===== config.mk =====
export PLATFORM = sky130hd
export DESIGN_NAME = trap_ctrl
export DESIGN_NICKNAME = d
export VERILOG_FILES = /design/src/rtl/trap_ctrl.sv
export SDC_FILE = /design/constraint.sdc
export NUM_CORES = 1
export LEC_CHECK = 0
export CAP_MARGIN = 10
export CORE_AREA = 2 2 119 98
export CTS_CLUSTER_DIAMETER = 30
export CTS_CLUSTER_SIZE = 8
export DETAILED_ROUTE_END_ITERATION = 10
export DIE_AREA = 0 0 121 100
export GPL_TIMING_DRIVEN = 0
export PLACE_DENSITY_LB_ADDON = 0.3
export REMOVE_ABC_BUFFERS = 1
export SLEW_MARGIN = 40
export SYNTH_ARGS = -nofsm -noshare
export SYNTH_HDL_FRONTEND = slang
export SYNTH_SLANG_ARGS = --single-unit

===== constraint.sdc =====
create_clock -name clk -period 2.19 [get_ports clk]
set_clock_uncertainty 0.05 [all_clocks]
set_input_delay 0.219 -clock clk [delete_from_list [all_inputs] [get_ports clk]]
set_output_delay 0.219 -clock clk [all_outputs]
set_load 0.02 [all_outputs]

===== src/rtl/trap_ctrl.sv =====
// Machine-mode trap sequencer: detects ecall/ebreak/illegal/interrupt/mret in EX and sequences CSR writes and the fetch redirect.
// Optional feature: define TRAP_MTVAL_EN to add the SAVE_TVAL state and mtval write.
module trap_ctrl #(
    parameter logic [31:0] RESET_VECTOR = 32'h0000_0000
) (
    input  logic        clk,
    input  logic        rst,
    input  logic        ex_valid,
    input  logic [31:0] ex_pc,
    input  logic [31:0] ex_instr,
    input  logic        ex_ecall,
    input  logic        ex_ebreak,
    input  logic        ex_mret,
    input  logic        ex_illegal,
    input  logic [1:0]  ex_csr_op,
    input  logic        irq_ext,
    input  logic [31:0] csr_mstatus,
    input  logic [31:0] csr_mie,
    input  logic [31:0] csr_mtvec,
    input  logic [31:0] csr_mepc,
    output logic [1:0]  csr_op_gated,
    output logic        trap_we,
    output logic [11:0] trap_waddr,
    output logic [31:0] trap_wdata,
    output logic        stall_o,
    output logic        flush_o,
    output logic        redirect_valid,
    output logic [31:0] redirect_pc
);

    localparam logic [1:0]  CSR_OP_NONE = 2'b00;
    localparam logic [11:0] ADDR_MSTATUS = 12'h300;
    localparam logic [11:0] ADDR_MEPC    = 12'h341;
    localparam logic [11:0] ADDR_MCAUSE  = 12'h342;
    localparam logic [11:0] ADDR_MTVAL   = 12'h343;

    typedef enum logic [2:0] {
        IDLE, SAVE_EPC, SAVE_CAUSE, SAVE_TVAL, SAVE_STATUS, RESTORE_STATUS, REDIRECT
    } state_t;

    state_t state, state_d;

    logic        irq_take, trap_det, mret_det;
    logic [31:0] cause_d, cause_r;
    logic        mret_r;
    logic        flush_r;

    logic        we_d, stall_d, rv_d, flush_d;
    logic [11:0] waddr_d;
    logic [31:0] wdata_d, rpc_d;

    function automatic logic [31:0] trap_status(input logic [31:0] s);
        logic [31:0] r;
        r        = s;
        r[7]     = s[3];
        r[3]     = 1'b0;
        r[12:11] = 2'b11;
        return r;
    endfunction

    function automatic logic [31:0] mret_status(input logic [31:0] s);
        logic [31:0] r;
        r        = s;
        r[3]     = s[7];
        r[7]     = 1'b1;
        r[12:11] = 2'b11;
        return r;
    endfunction

    // Vectored mode only offsets interrupts; exceptions always land on the base.
    function automatic logic [31:0] trap_target(input logic [31:0] tvec, input logic [31:0] cause);
        logic [31:0] base;
        base = {tvec[31:2], 2'b00};
        if (tvec[1:0] == 2'b01 && cause[31])
            base = base + 32'd44;
        return base;
    endfunction

    assign irq_take = irq_ext & csr_mstatus[3] & csr_mie[11];
    assign trap_det = (state == IDLE) & ex_valid & (ex_illegal | ex_ebreak | ex_ecall | irq_take);
    assign mret_det = (state == IDLE) & ex_valid & ex_mret & ~trap_det;

    always_comb begin
        cause_d = 32'h8000_000B;
        if (ex_illegal)     cause_d = 32'd2;
        else if (ex_ebreak) cause_d = 32'd3;
        else if (ex_ecall)  cause_d = 32'd11;
    end

    assign csr_op_gated = (state == IDLE && !trap_det && !mret_det) ? ex_csr_op : CSR_OP_NONE;
    assign flush_o      = trap_det | mret_det | flush_r;

`ifdef TRAP_MTVAL_EN
    logic [31:0] tval_d, tval_r;

    always_comb begin
        tval_d = 32'h0;
        if (ex_illegal)     tval_d = ex_instr;
        else if (ex_ebreak) tval_d = ex_pc;
    end

    always_ff @(posedge clk)
        if (trap_det) tval_r <= tval_d;

    logic unused_inputs;
    assign unused_inputs = ^{csr_mie[31:12], csr_mie[10:0]};
`else
    logic unused_inputs;
    assign unused_inputs = ^{csr_mie[31:12], csr_mie[10:0], ex_instr};
`endif

    // Trap context captured at detect; epc is written straight from ex_pc on the next cycle.
    always_ff @(posedge clk)
        if (trap_det | mret_det) begin
            cause_r <= cause_d;
            mret_r  <= mret_det;
        end

    always_ff @(posedge clk or negedge rst)
        if (!rst) state <= IDLE;
        else      state <= state_d;

    always_comb begin
        state_d = state;
        case (state)
            IDLE: begin
                if (trap_det)      state_d = SAVE_EPC;
                else if (mret_det) state_d = RESTORE_STATUS;
            end
            SAVE_EPC:       state_d = SAVE_CAUSE;
`ifdef TRAP_MTVAL_EN
            SAVE_CAUSE:     state_d = SAVE_TVAL;
            SAVE_TVAL:      state_d = SAVE_STATUS;
`else
            SAVE_CAUSE:     state_d = SAVE_STATUS;
`endif
            SAVE_STATUS:    state_d = REDIRECT;
            RESTORE_STATUS: state_d = REDIRECT;
            REDIRECT:       state_d = IDLE;
            default:        state_d = IDLE;
        endcase
    end

    // Outputs are decoded from the next state so they appear registered in that state's cycle.
    always_comb begin
        we_d    = 1'b0;
        waddr_d = 12'h0;
        wdata_d = 32'h0;
        stall_d = 1'b0;
        rv_d    = 1'b0;
        flush_d = 1'b0;
        rpc_d   = RESET_VECTOR;
        case (state_d)
            SAVE_EPC: begin
                we_d = 1'b1; waddr_d = ADDR_MEPC; wdata_d = ex_pc; stall_d = 1'b1;
            end
            SAVE_CAUSE: begin
                we_d = 1'b1; waddr_d = ADDR_MCAUSE; wdata_d = cause_r; stall_d = 1'b1;
            end
`ifdef TRAP_MTVAL_EN
            SAVE_TVAL: begin
                we_d = 1'b1; waddr_d = ADDR_MTVAL; wdata_d = tval_r; stall_d = 1'b1;
            end
`endif
            SAVE_STATUS: begin
                we_d = 1'b1; waddr_d = ADDR_MSTATUS; wdata_d = trap_status(csr_mstatus); stall_d = 1'b1;
            end
            RESTORE_STATUS: begin
                we_d = 1'b1; waddr_d = ADDR_MSTATUS; wdata_d = mret_status(csr_mstatus); stall_d = 1'b1;
            end
            REDIRECT: begin
                rv_d    = 1'b1;
                flush_d = 1'b1;
                rpc_d   = mret_r ? csr_mepc : trap_target(csr_mtvec, cause_r);
            end
            default: ;
        endcase
    end

    always_ff @(posedge clk or negedge rst)
        if (!rst) begin
            trap_we        <= 1'b0;
            trap_waddr     <= 12'h0;
            trap_wdata     <= 32'h0;
            stall_o        <= 1'b0;
            flush_r        <= 1'b0;
            redirect_valid <= 1'b0;
            redirect_pc    <= RESET_VECTOR;
        end else begin
            trap_we        <= we_d;
            trap_waddr     <= waddr_d;
            trap_wdata     <= wdata_d;
            stall_o        <= stall_d;
            flush_r        <= flush_d;
            redirect_valid <= rv_d;
            redirect_pc    <= rpc_d;
        end

endmodule

# --- Word level (Yosys, flattened, before mapping) ---
# Cells that the tools add are included.
classes:
  n_addsub: 1
  n_eq_ne: 10
  mux: 13
  n_bitwise: 12
  n_reduce_logical: 10
ops:
  columns: ["operator", "count"]
  rows:
  - ["2-to-1 mux 32 bit", 4]
  - ["case mux 32 bit (4 select lines)", 1]
  - ["adder 32 x 6 -> 32 bit (second input constant)", 1]
  - ["case mux 10 bit (3 select lines)", 1]
  - ["equality test 3 bit (second input constant)", 5]
  - ["case mux 3 bit (4 select lines)", 1]
  - ["bitwise AND 1 bit", 6]
  - ["equality test 3 x 1 -> 1 bit (second input constant)", 2]
  - ["equality test 3 x 2 -> 1 bit (second input constant)", 2]
  - ["2-to-1 mux 3 bit", 2]
  - ["OR reduction 2 bit", 3]
  - ["bitwise OR 1 bit", 5]
  - ["OR reduction 4 bit", 1]
  - ["logical AND 1 bit", 3]
  - ["zero test 3 bit", 1]
  - ["2-to-1 mux 1 bit", 3]
  - ["equality test 2 x 1 -> 1 bit (second input constant)", 1]
  - ["zero test 1 bit", 2]
  - ["2-to-1 mux 2 bit", 1]
  - ["inverter 1 bit", 1]
totals:
  ff_bits: 114
  in_bits: 202
  output_inout_bits: 82
  elab_cells: 55

# --- Depth between registers and ports, before layout ---
logic_depth:
  ltp_word: 12
  ltp_mapped: 8
  mapped_depth_nobuf: 7

# --- Worst setup path after synthesis ---
# OpenSTA, ideal clock, no wires.
synth_path:
  kind: "input -> output"
  start: "in ex_ecall"
  end: "out csr_op_gated[0]"
  arrival_time_ns: 1.384
  required_time_ns: 1.921
  setup_slack_ns: 0.537
  path_stages: 5
  n_path_buf: 0
  path_cell_list: "nor3_1 > and2_1 > nand2b_1 > a2111o_1 > nor2_1"
synth_via:
  elab_chain_len: 8
  word_cells_on_any_way: 10
  classes_between: "mux: 1; bitwise: 5; reduce/logical: 4"
synth_lines:
  columns: ["element", "line", "source"]
  rows:
  - ["start, declared", "11", "input logic ex_ecall,"]
  - ["bitwise OR 1 bit (*) (2 in a row)", "80", "assign trap_det = (state == IDLE) & ex_valid & (ex_illegal | ex_ebreak | ex_ecall | irq_take);"]
  - ["bitwise AND 1 bit (*)", "80", null]
  - ["inverter 1 bit", "81", "assign mret_det = (state == IDLE) & ex_valid & ex_mret & ~trap_det;"]
  - ["bitwise AND 1 bit", "81", null]
  - ["zero test 1 bit", "90", "assign csr_op_gated = (state == IDLE && !trap_det && !mret_det) ? ex_csr_op : CSR_OP_NONE;"]
  - ["logical AND 1 bit (*)", "90", null]
  - ["2-to-1 mux 2 bit (*)", "90", null]
  - ["end, declared", "21", "output logic [1:0] csr_op_gated,"]
# Every way passes the cells marked *; elsewhere a longest branch is shown, timed or not.

# --- Final worst setup path ---
layout_path:
  start: "in ex_ebreak"
  end: "out csr_op_gated[0]"
layout_via:
  elab_chain_len: 9
  word_cells_on_any_way: 11
  classes_between: "mux: 1; bitwise: 6; reduce/logical: 4"
layout_lines:
  columns: ["element", "line", "source"]
  rows:
  - ["start, declared", "12", "input logic ex_ebreak,"]
  - ["bitwise OR 1 bit (*) (3 in a row)", "80", null]
  - ["bitwise AND 1 bit (*)", "80", null]
  - ["inverter 1 bit", "81", null]
  - ["bitwise AND 1 bit", "81", null]
  - ["zero test 1 bit", "90", null]
  - ["logical AND 1 bit (*)", "90", null]
  - ["2-to-1 mux 2 bit (*)", "90", null]
# Marked as above.

==> flow_summary.ini <==
[worst_setup_path]
start_kind = input port
reg2reg_depth = 3
worstPathMaxFanout = 3
reg2reg_from = mret_r
cp.required_ns = 1.92
path_class = in -> out
r2r-end = redirect_pc[17]
endpoint_kind = output port
arrival_ns = 1.82
regToRegSetupSlack_ns = 0.25

[finish]
antenna_cells = 0
fillers = 985
multi_input_area_mm2 = 0.00152
area_growth_pct = 71.0
finalNonFillerCells = 698
nets = 748
seq_area_mm2 = 0.00195
drive_above_1_share_pct = 9.09
fin_area_mm2 = 0.00619

[drt]
via_per_inst = 4.79
ant_nets = 0
finalWirelength_um = 11300
firstDrtPassIters = 4
num_vias = 3343
wl_per_cell_um = 16.2
drc_errors = 0
drt_iter0_drc = 110

[power_and_ir_drop]
vdd_ir_drop_max_mv = 0.471
p_switching_mw = 2.31
power_density_mw_per_mm2 = 1050
switching_share_pct = 35.4
p_comb_share_pct = 45.1
seqPwrFrac_pct = 32.4
p_leak_nw = 2.56
clkPwrFrac_pct = 22.6
internal-power_mw = 4.21

[place]
dpl-instance-area_mm2 = 0.00586
place.gp.congestion = 0.859
hpwl_um = 8630
dp_cells = 679
port-buffer-count = 211

[floorplanning]
dieArea_mm2 = 0.0121
die_h_um = 100
placementRows = 35
die_w_um = 121
pin_count = 284
fp.coreArea_mm2 = 0.0111
start_util_pct = 32.7

[synthesis]
synth-seq-cells = 77
async_flop_share_pct = 94.8
synth_cell_types = 47
seq_area_frac_synth_pct = 53.8
syn_area_mm2 = 0.00362
synth_top_area_share_pct = 50.5
synth_top_cell_by_area = dfrtp_1
ys_top_cells_by_area = dfrtp_1, a22o_1, xnor2_1, a21oi_1, o21ai_0
synth-warning-count = 0
netlist_instances = 337
synth_edf_count = 4
synth_flop_cell = dfrtp_1
syn_area_per_cell_um2 = 10.7

[timing]
slew-limit-headroom_pct = 46.2
worst_pin_slew_ns = 0.807
finalCritPeriodShare_pct = 95.5
slew_viol_final = 0
rsz0062_at_grt = false
min_period_ns = 2.09
hold_viol = 0
setup_viol = 0
hold_slack_ns = 0.300
fmax_ghz = 0.478

[clock_tree]
clkTransAtPathRegs_ns = 0.06
clock_latency_ns = 0.33
cts_buffer_depth = 2
cts_max_level = 3
cts_tree = yes
cts_root_buf = clkbuf_16
cts_inserted_buffers = 9
clock_sinks = 77

[grt]
grt_pass1_vias = 3341
grt_usage_pct = 18.4
grt_start_max_net_pins = 54
grt_overflow_total = 0
grt_pass1_wl_um = 17100
antenna_found_initial = 0

[outcome]
status = completed

[worst_hold_path]
hp-class = in -> async

[flow_run]
maxCapViolCount = 0
-- state kept, by name, summed over array words and instances (netlist names) --
| register | flops |
|---|---|
| cause_r | 3 |
| state | 3 |
| mret_r | 1 |
| flush_r | 1 |
| trap_wdata | 32 |
| redirect_pc | 32 |
| trap_waddr | 4 |
| stall_o | 1 |
-- area by class of cell --
cell class | count | share of cell area [%]
clock buffers | 10 | 3.70
clock inverters | 6 | 1.03
inverters | 14 | 0.930
multi-input cells | 225 | 24.6
flip-flops and latches | 77 | 31.5
well taps | 148 | 2.99
repair buffers | 218 | 35.2
-- cells in the final DEF (no fill, tap or decap), types with 2 or more instances in the layout --
cell type,count
a211oi_1,2
a21o_1,2
a21oi_1,26
a221o_1,5
a22o_1,25
a31oi_1,3
and2_1,4
and3_1,5
and4_1,2
and4_4,2
buf_4,4
buf_6,2
clkbuf_16,9
clkdlybuf4s50_1,207
clkinv_2,3
clkinvlp_4,3
conb_1,7
dfrtp_1,72
edfxtp_1,4
inv_1,11
nand2_1,19
nand2b_1,2
nand3_1,6
nand3b_1,2
nor2_1,18
nor2b_1,2
nor3_1,7
nor4_2,7
o21ai_0,26
o21ai_2,2
o31ai_1,2
or2_2,4
or4_1,2
xnor2_1,24
xor2_1,2
-- worst max path at each step --
| stage | startpoint | endpoint | slack [ns] | cells past startpoint |
|---|---|---|---|---|
| 2_1_floorplan | state[0] | stall_o | -0.02 | 5 |
| 3_3_place_gp | rst | trap_wdata[7] | -1.76 | 1 |
| 3_5_place_dp | ex_ebreak | csr_op_gated[1] | -0.54 | 7 |
| 4_1_cts | ex_ebreak | flush_o | 0.03 | 7 |
| 5_1_grt | ex_ebreak | csr_op_gated[0] | 0.003 | 7 |
| 6_report | ex_ebreak | csr_op_gated[0] | 0.1 | 7 |
-- cell usage after synthesis (3+ instances only) --
master    count
o21ai_0      26
and3_1        5
inv_1        12
xnor2_1      24
nor4_2        7
and2_1        5
dfrtp_1      73
nor2_1       19
nor3_1        8
buf_2         4
buf_4         9
nand3_1       6
nand2_1      19
a21oi_1      26
a22o_1       25
a221o_1       5
clkbuf_1     12
a31oi_1       3
or2_2         4
nor2b_1       3
edfxtp_1      4
-- per-layer routing --
| metal | share of wire (%) | vias up | global-route usage [%] |
|---|---|---|---|
| li1 | - | 1606 | - |
| met1 | 41 | 1572 | 22.6 |
| met2 | 51 | 145 | 31.2 |
| met3 | 6.5 | 20 | 4.55 |
| met4 | 2.2 | 0 | 7.25 |
| met5 | 0 | - | 0 |
-- critical path: stages --
cell	delay, ns
clkdlybuf4s50_1	0.44
nor3_2	0.24
and2_4	0.19
nand2b_1	0.09
a2111o_1	0.39
nor2_1	0.09
buf_2	0.16
-- cell families after synthesis --
kind of cell / share of synthesized area [%]
buf+inv: 5.74
fa+ha+maj: 0.346
mux: 0.277
xor+xnor: 6.29
compound gates: 17.4
flops: 53.8
simple gates: 16.0
other cells: 0.104
-- power by group through the flow --
stage | clock, mW | sequential [mW] | combinational, mW
final | 1.47 | 2.11 | 2.94
after global routing | 1.57 | 2.16 | 3.15
after CTS | 1.52 | 2.11 | 2.95
after detailed placement | 0 | 2.13 | 2.94
after global placement | 0 | 2.12 | 2.86
after floorplan | 0 | 2.72 | 0.730
-- per-stage QoR --
stage | setup WS, ns | util [%] | setup TNS (ns) | power [mW]
2_1_floorplan | -0.0159 | - | -0.0318 | 3.45
3_3_place_gp | -1.76 | 52.2 | -172.90 | 4.98
3_5_place_dp | -0.540 | 52.9 | -1.80 | 5.07
4_1_cts | 0.0348 | 55.8 | 0 | 6.59
5_1_grt | 0.00313 | 55.8 | 0 | 6.88
6_report | 0.0980 | 55.8 | 0 | 6.52
-- timing repair --
action                                  CTS  global route
hold buffers                              1             0
resized for setup                        14             5
buffers inserted                          2             0
endpoints found under the hold margin    38             0
endpoints found under the setup margin    3             4
pin swaps                                 1             2
Power figures use the tool's default switching activity.
==> edit 1, RTL diff (same flow settings) <==
`trap_waddr` and `trap_wdata` no longer have a reset.
--- a/src/rtl/trap_ctrl.sv
+++ b/src/rtl/trap_ctrl.sv
@@ -181,6 +181,4 @@
         if (!rst) begin
             trap_we        <= 1'b0;
-            trap_waddr     <= 12'h0;
-            trap_wdata     <= 32'h0;
             stall_o        <= 1'b0;
             flush_r        <= 1'b0;
@@ -189,6 +187,4 @@
         end else begin
             trap_we        <= we_d;
-            trap_waddr     <= waddr_d;
-            trap_wdata     <= wdata_d;
             stall_o        <= stall_d;
             flush_r        <= flush_d;
@@ -197,3 +193,8 @@
         end
 
+    always_ff @(posedge clk) begin
+        trap_waddr <= waddr_d;
+        trap_wdata <= wdata_d;
+    end
+
 endmodule
Check against the original RTL: not equivalent (a bounded check fails within 4 cycles, from zero or initial values and one cycle with rst low).
==> edit 1 against the unedited design <==
Combinational power decreased by 1%. Worst setup slack got worse by 0.0084 ns. Die area is the same. Register-to-register slack barely moved. Sequential cell count is the same. Hold slack gained 0.059 ns. Critical path depth unchanged. Total power rose by 1.7%. Maximum frequency is 0.40% lower. Count of clock-buffer cells in the layout is 1 higher. Cell area shrank 2.8%. Routed wire length fell by 2.6%. Synthesized area is 5.0% lower.
==> edit 1: results (changes against the unedited design) <==
CP startpoint=ex_ebreak; final WL=11.0 mm (-2.6%); first-pass GRT wire length=16.8 mm (-2.0%); commonest cells in the synthesized netlist=dfrtp_1, dfxtp_1, a21oi_1, o21ai_0, a22o_1; status=completed; Avg Cell Area, Syn=10.2 um^2 (-5.0%); Clk pwr share=0.240 (+0.014); largest registers=redirect_pc x32, trap_wdata x32, trap_waddr x4; via count of the first global-routing pass=3272 (-2.1%); dpl hpwl=8.52 mm (-1.3%); share of synthesized flip-flops with an asynchronous set or reset=0.481 (-0.468); CP top delay family=buffers and inverters; sequential share of the synthesized area=0.514 (-0.0242); Post-synth EDFFs=4 (unchanged); P_int=0.00430 W (+2.0%); Max rail drop VDD=0.582 mV (+24%); Via density=4.63 (-3.4%); comb pwr=0.00290 W (-1%); layout cells sized above 1=0.0893 (-0.00166); Power Density=1100 nW/um^2 (+4.6%); fin nets=747 (-0.13%); Placer Congestion=0.846 (-1.5%); critical path endpoint=csr_op_gated[1]; 1st-iter DRT viols=138 (+25%); leakage power total=2.38 nW (-7.0%); CTS Buf Count=9 (unchanged); Synth area leaders=dfrtp_1, dfxtp_1, a22o_1; Slew @ Worst Pin=0.837 ns (+0.0298 ns); Total GRT Usage=0.179 (-0.00488); number of library cell types mapped by synthesis=48 (+2.1%); n_diodes=0 (unchanged)
## edit 1: cell count changes after synthesis, sizes merged
cell	before	now
dfrtp	73	37
dfxtp	0	36
## edit 1: per-layer routing
layer  vias to the layer above  track usage  share of wire
li1                       1596            -              -
met1                      1487        0.235           0.44
met2                       123        0.297           0.48
met3                        20       0.0347          0.055
met4                         0       0.0617          0.024
met5                         -            0              0
## edit 1: kinds of logic (layout without fill, tap and decap cells)
| kind of cell | Yosys count | in the layout | synth area share |
|---|---|---|---|
| compound gates | 96 | 96 | 0.183 |
| xor+xnor | 26 | 26 | 0.0662 |
| fa+ha+maj | 1 | 1 | 0.00364 |
| buf+inv | 41 | 247 | 0.0604 |
| flops | 77 | 77 | 0.514 |
| mux | 1 | 1 | 0.00291 |
| other cells | 1 | 7 | 0.00109 |
| simple gates | 94 | 94 | 0.168 |
## edit 1: metrics by stage
stage	setup WS [ns]	TNS [ns]	hold slack, ns	std cells	area [um^2]
6_report	0.0896	0	0.358	697	6010
5_1_grt	-0.0152	-0.0300	0.388	697	6010
4_1_cts	0.0275	0	0.371	695	5990
3_5_place_dp	-0.456	-1.58	0.169	678	5660
3_3_place_gp	-0.929	-43.64	0.489	675	5600
2_1_floorplan	-0.00937	-0.0107	-0.127	316	3310
## edit 1: cell type report
cell class	count	area, um^2
fill	963	5070
timing repair buffer	217	2160
tap	148	185
inverter	14	57.6
sequential	77	1770
clock buffer	11	254
clock inverter	5	62.6
multi-input combinational	225	1520
## edit 1: repair_timing
item / in CTS / in global routing
setup endpoints to repair: 3 / 29
gates resized for setup: 14 / 6
pin swaps: 0 / 3
hold endpoints to repair: 37 / 0
setup buffers: 0 / 2
hold buffers: 1 / 0
==> edit 2, RTL diff (same flow settings) <==
Made on the original files. Build with the macro `TRAP_MTVAL_EN` defined.
--- a/src/rtl/trap_ctrl.sv
+++ b/src/rtl/trap_ctrl.sv
@@ -1,4 +1,6 @@
 // Machine-mode trap sequencer: detects ecall/ebreak/illegal/interrupt/mret in EX and sequences CSR writes and the fetch redirect.
 // Optional feature: define TRAP_MTVAL_EN to add the SAVE_TVAL state and mtval write.
+`define TRAP_MTVAL_EN
+
 module trap_ctrl #(
     parameter logic [31:0] RESET_VECTOR = 32'h0000_0000
Check against the original RTL: not equivalent (a bounded check fails within 4 cycles, from zero or initial values and one cycle with rst low).
==> edit 2 against the unedited design <==
Largest cell class is now flip-flops and latches. Cell area grew 32%. Sequential cell count grew 32. Cell count grew 19%. Synthesized area grew 42%. Total power grew 24%. Worst setup slack lost 0.0043 ns. Routed wire length grew 35%. First-iteration DRC count grew 140%. Critical endpoint is now flush_o. Count of clock-buffer cells in the layout shrank 1. Synthesized cell count grew 30%.
==> edit 2: results (changes against the unedited design) <==
status=completed; number of library cell types mapped by synthesis=49 (+4.3%); 1st-iter DRT viols=266 (+140%); Tot Pwr=0.00806 W (+24%); cts repair resizes=13 (-1); Sequential Area=2910 um^2 (+49%); placed cell area=7730 um^2 (+32%); fraction of synthesized area in multiplexers=0.00609 (+0.00332); layout cells sized above 1=0.0910 (+0.000133); CP top delay family=buffers and inverters; commonest cells in the synthesized netlist=dfrtp_1, a22o_1, edfxtp_1, a21oi_1, a21o_1; critical path endpoint=flush_o; Synth Area in Compound Gates=0.227 (+0.0525); post-DR wirelength/cell=18.4 um (+13%); met2 WL=7.77 mm (+36%); Worst R2R Path Depth=9 (+6); WL met1=5.81 mm (+26%); 1st-pass router iterations=5 (+1); synthesized instance count=439 (+30%); first-pass GRT wire length=23.3 mm (+36%); fin crit share=0.957 (+0.00196); number of port buffers=243 (+15%); combinational power share=0.442 (-0.009); seq pwr=0.00286 W (+36%); Finished Layout Cells=829 (+19%); number of setup buffers added after CTS=8 (+6); Placer Congestion=0.837 (-2.6%); Reg2Reg Launch Point=state[1]; pin count of the biggest net entering global routing=50 (-7.4%); crit path max fanout=5 (+2); Synth area leaders=dfrtp_1, edfxtp_1, a22o_1; post-synthesis xor/xnor area fraction=0.0511 (-0.0118); P_int=0.00535 W (+27%); placed insts=803 (+18%); leakage power total=3.45 nW (+35%); Total GRT Usage=0.248 (+0.0642); Placement Setup Slack=-0.480 ns (+0.0598 ns); Adder-Cell Fraction of Synth Area=0.00244 (-0.00102); share of synthesized flip-flops with an asynchronous set or reset=0.670 (-0.278); CP peak stage delay=0.48 ns (+0.04 ns); Reg2Reg Setup Slack=0.16 ns (-0.09 ns); largest registers=redirect_pc x32, trap_wdata x32, tval_r x32; Max rail drop VDD=0.610 mV (+30%); routed wl met3=1.37 mm (+87%); via count of the first global-routing pass=4635 (+39%); sequential share of the synthesized area=0.566 (+0.0280); fin nets=879 (+18%); Via density=5.48 (+14%); Slew @ Worst Pin=0.766 ns (-0.0411 ns); Crit Reg-Reg Endpoint=trap_wdata[24]; dpl hpwl=11.2 mm (+29%); H-Tree Depth=3 (unchanged)
-- edit 2: final cells by class --
type / count / share of cell area
multi-input cells: 287 / 0.252
inverters: 7 / 0.00369
well taps: 148 / 0.0228
clock inverters: 7 / 0.00892
flip-flops and latches: 109 / 0.358
clock buffers: 9 / 0.0277
repair buffers: 262 / 0.327
-- edit 2: how the worst min path moves through the flow --
| stage | from | end | slack (ns) | depth (start not counted) |
|---|---|---|---|---|
| floorplan | rst | flush_r | -0.13 | 0 |
| global placement | tval_r[12] | trap_wdata[12] | 0.41 | 1 |
| detailed placement | rst | trap_wdata[19] | 0.1 | 1 |
| CTS | rst | trap_wdata[19] | 0.32 | 2 |
| global route | rst | trap_wdata[19] | 0.31 | 2 |
| finish | rst | trap_wdata[19] | 0.30 | 2 |
-- edit 2: metal layers --
metal  global-route usage  up-vias
li1                     -     2104
met1                0.280     2186
met2                0.445      225
met3               0.0795       27
met4               0.0823        0
met5                    0        -
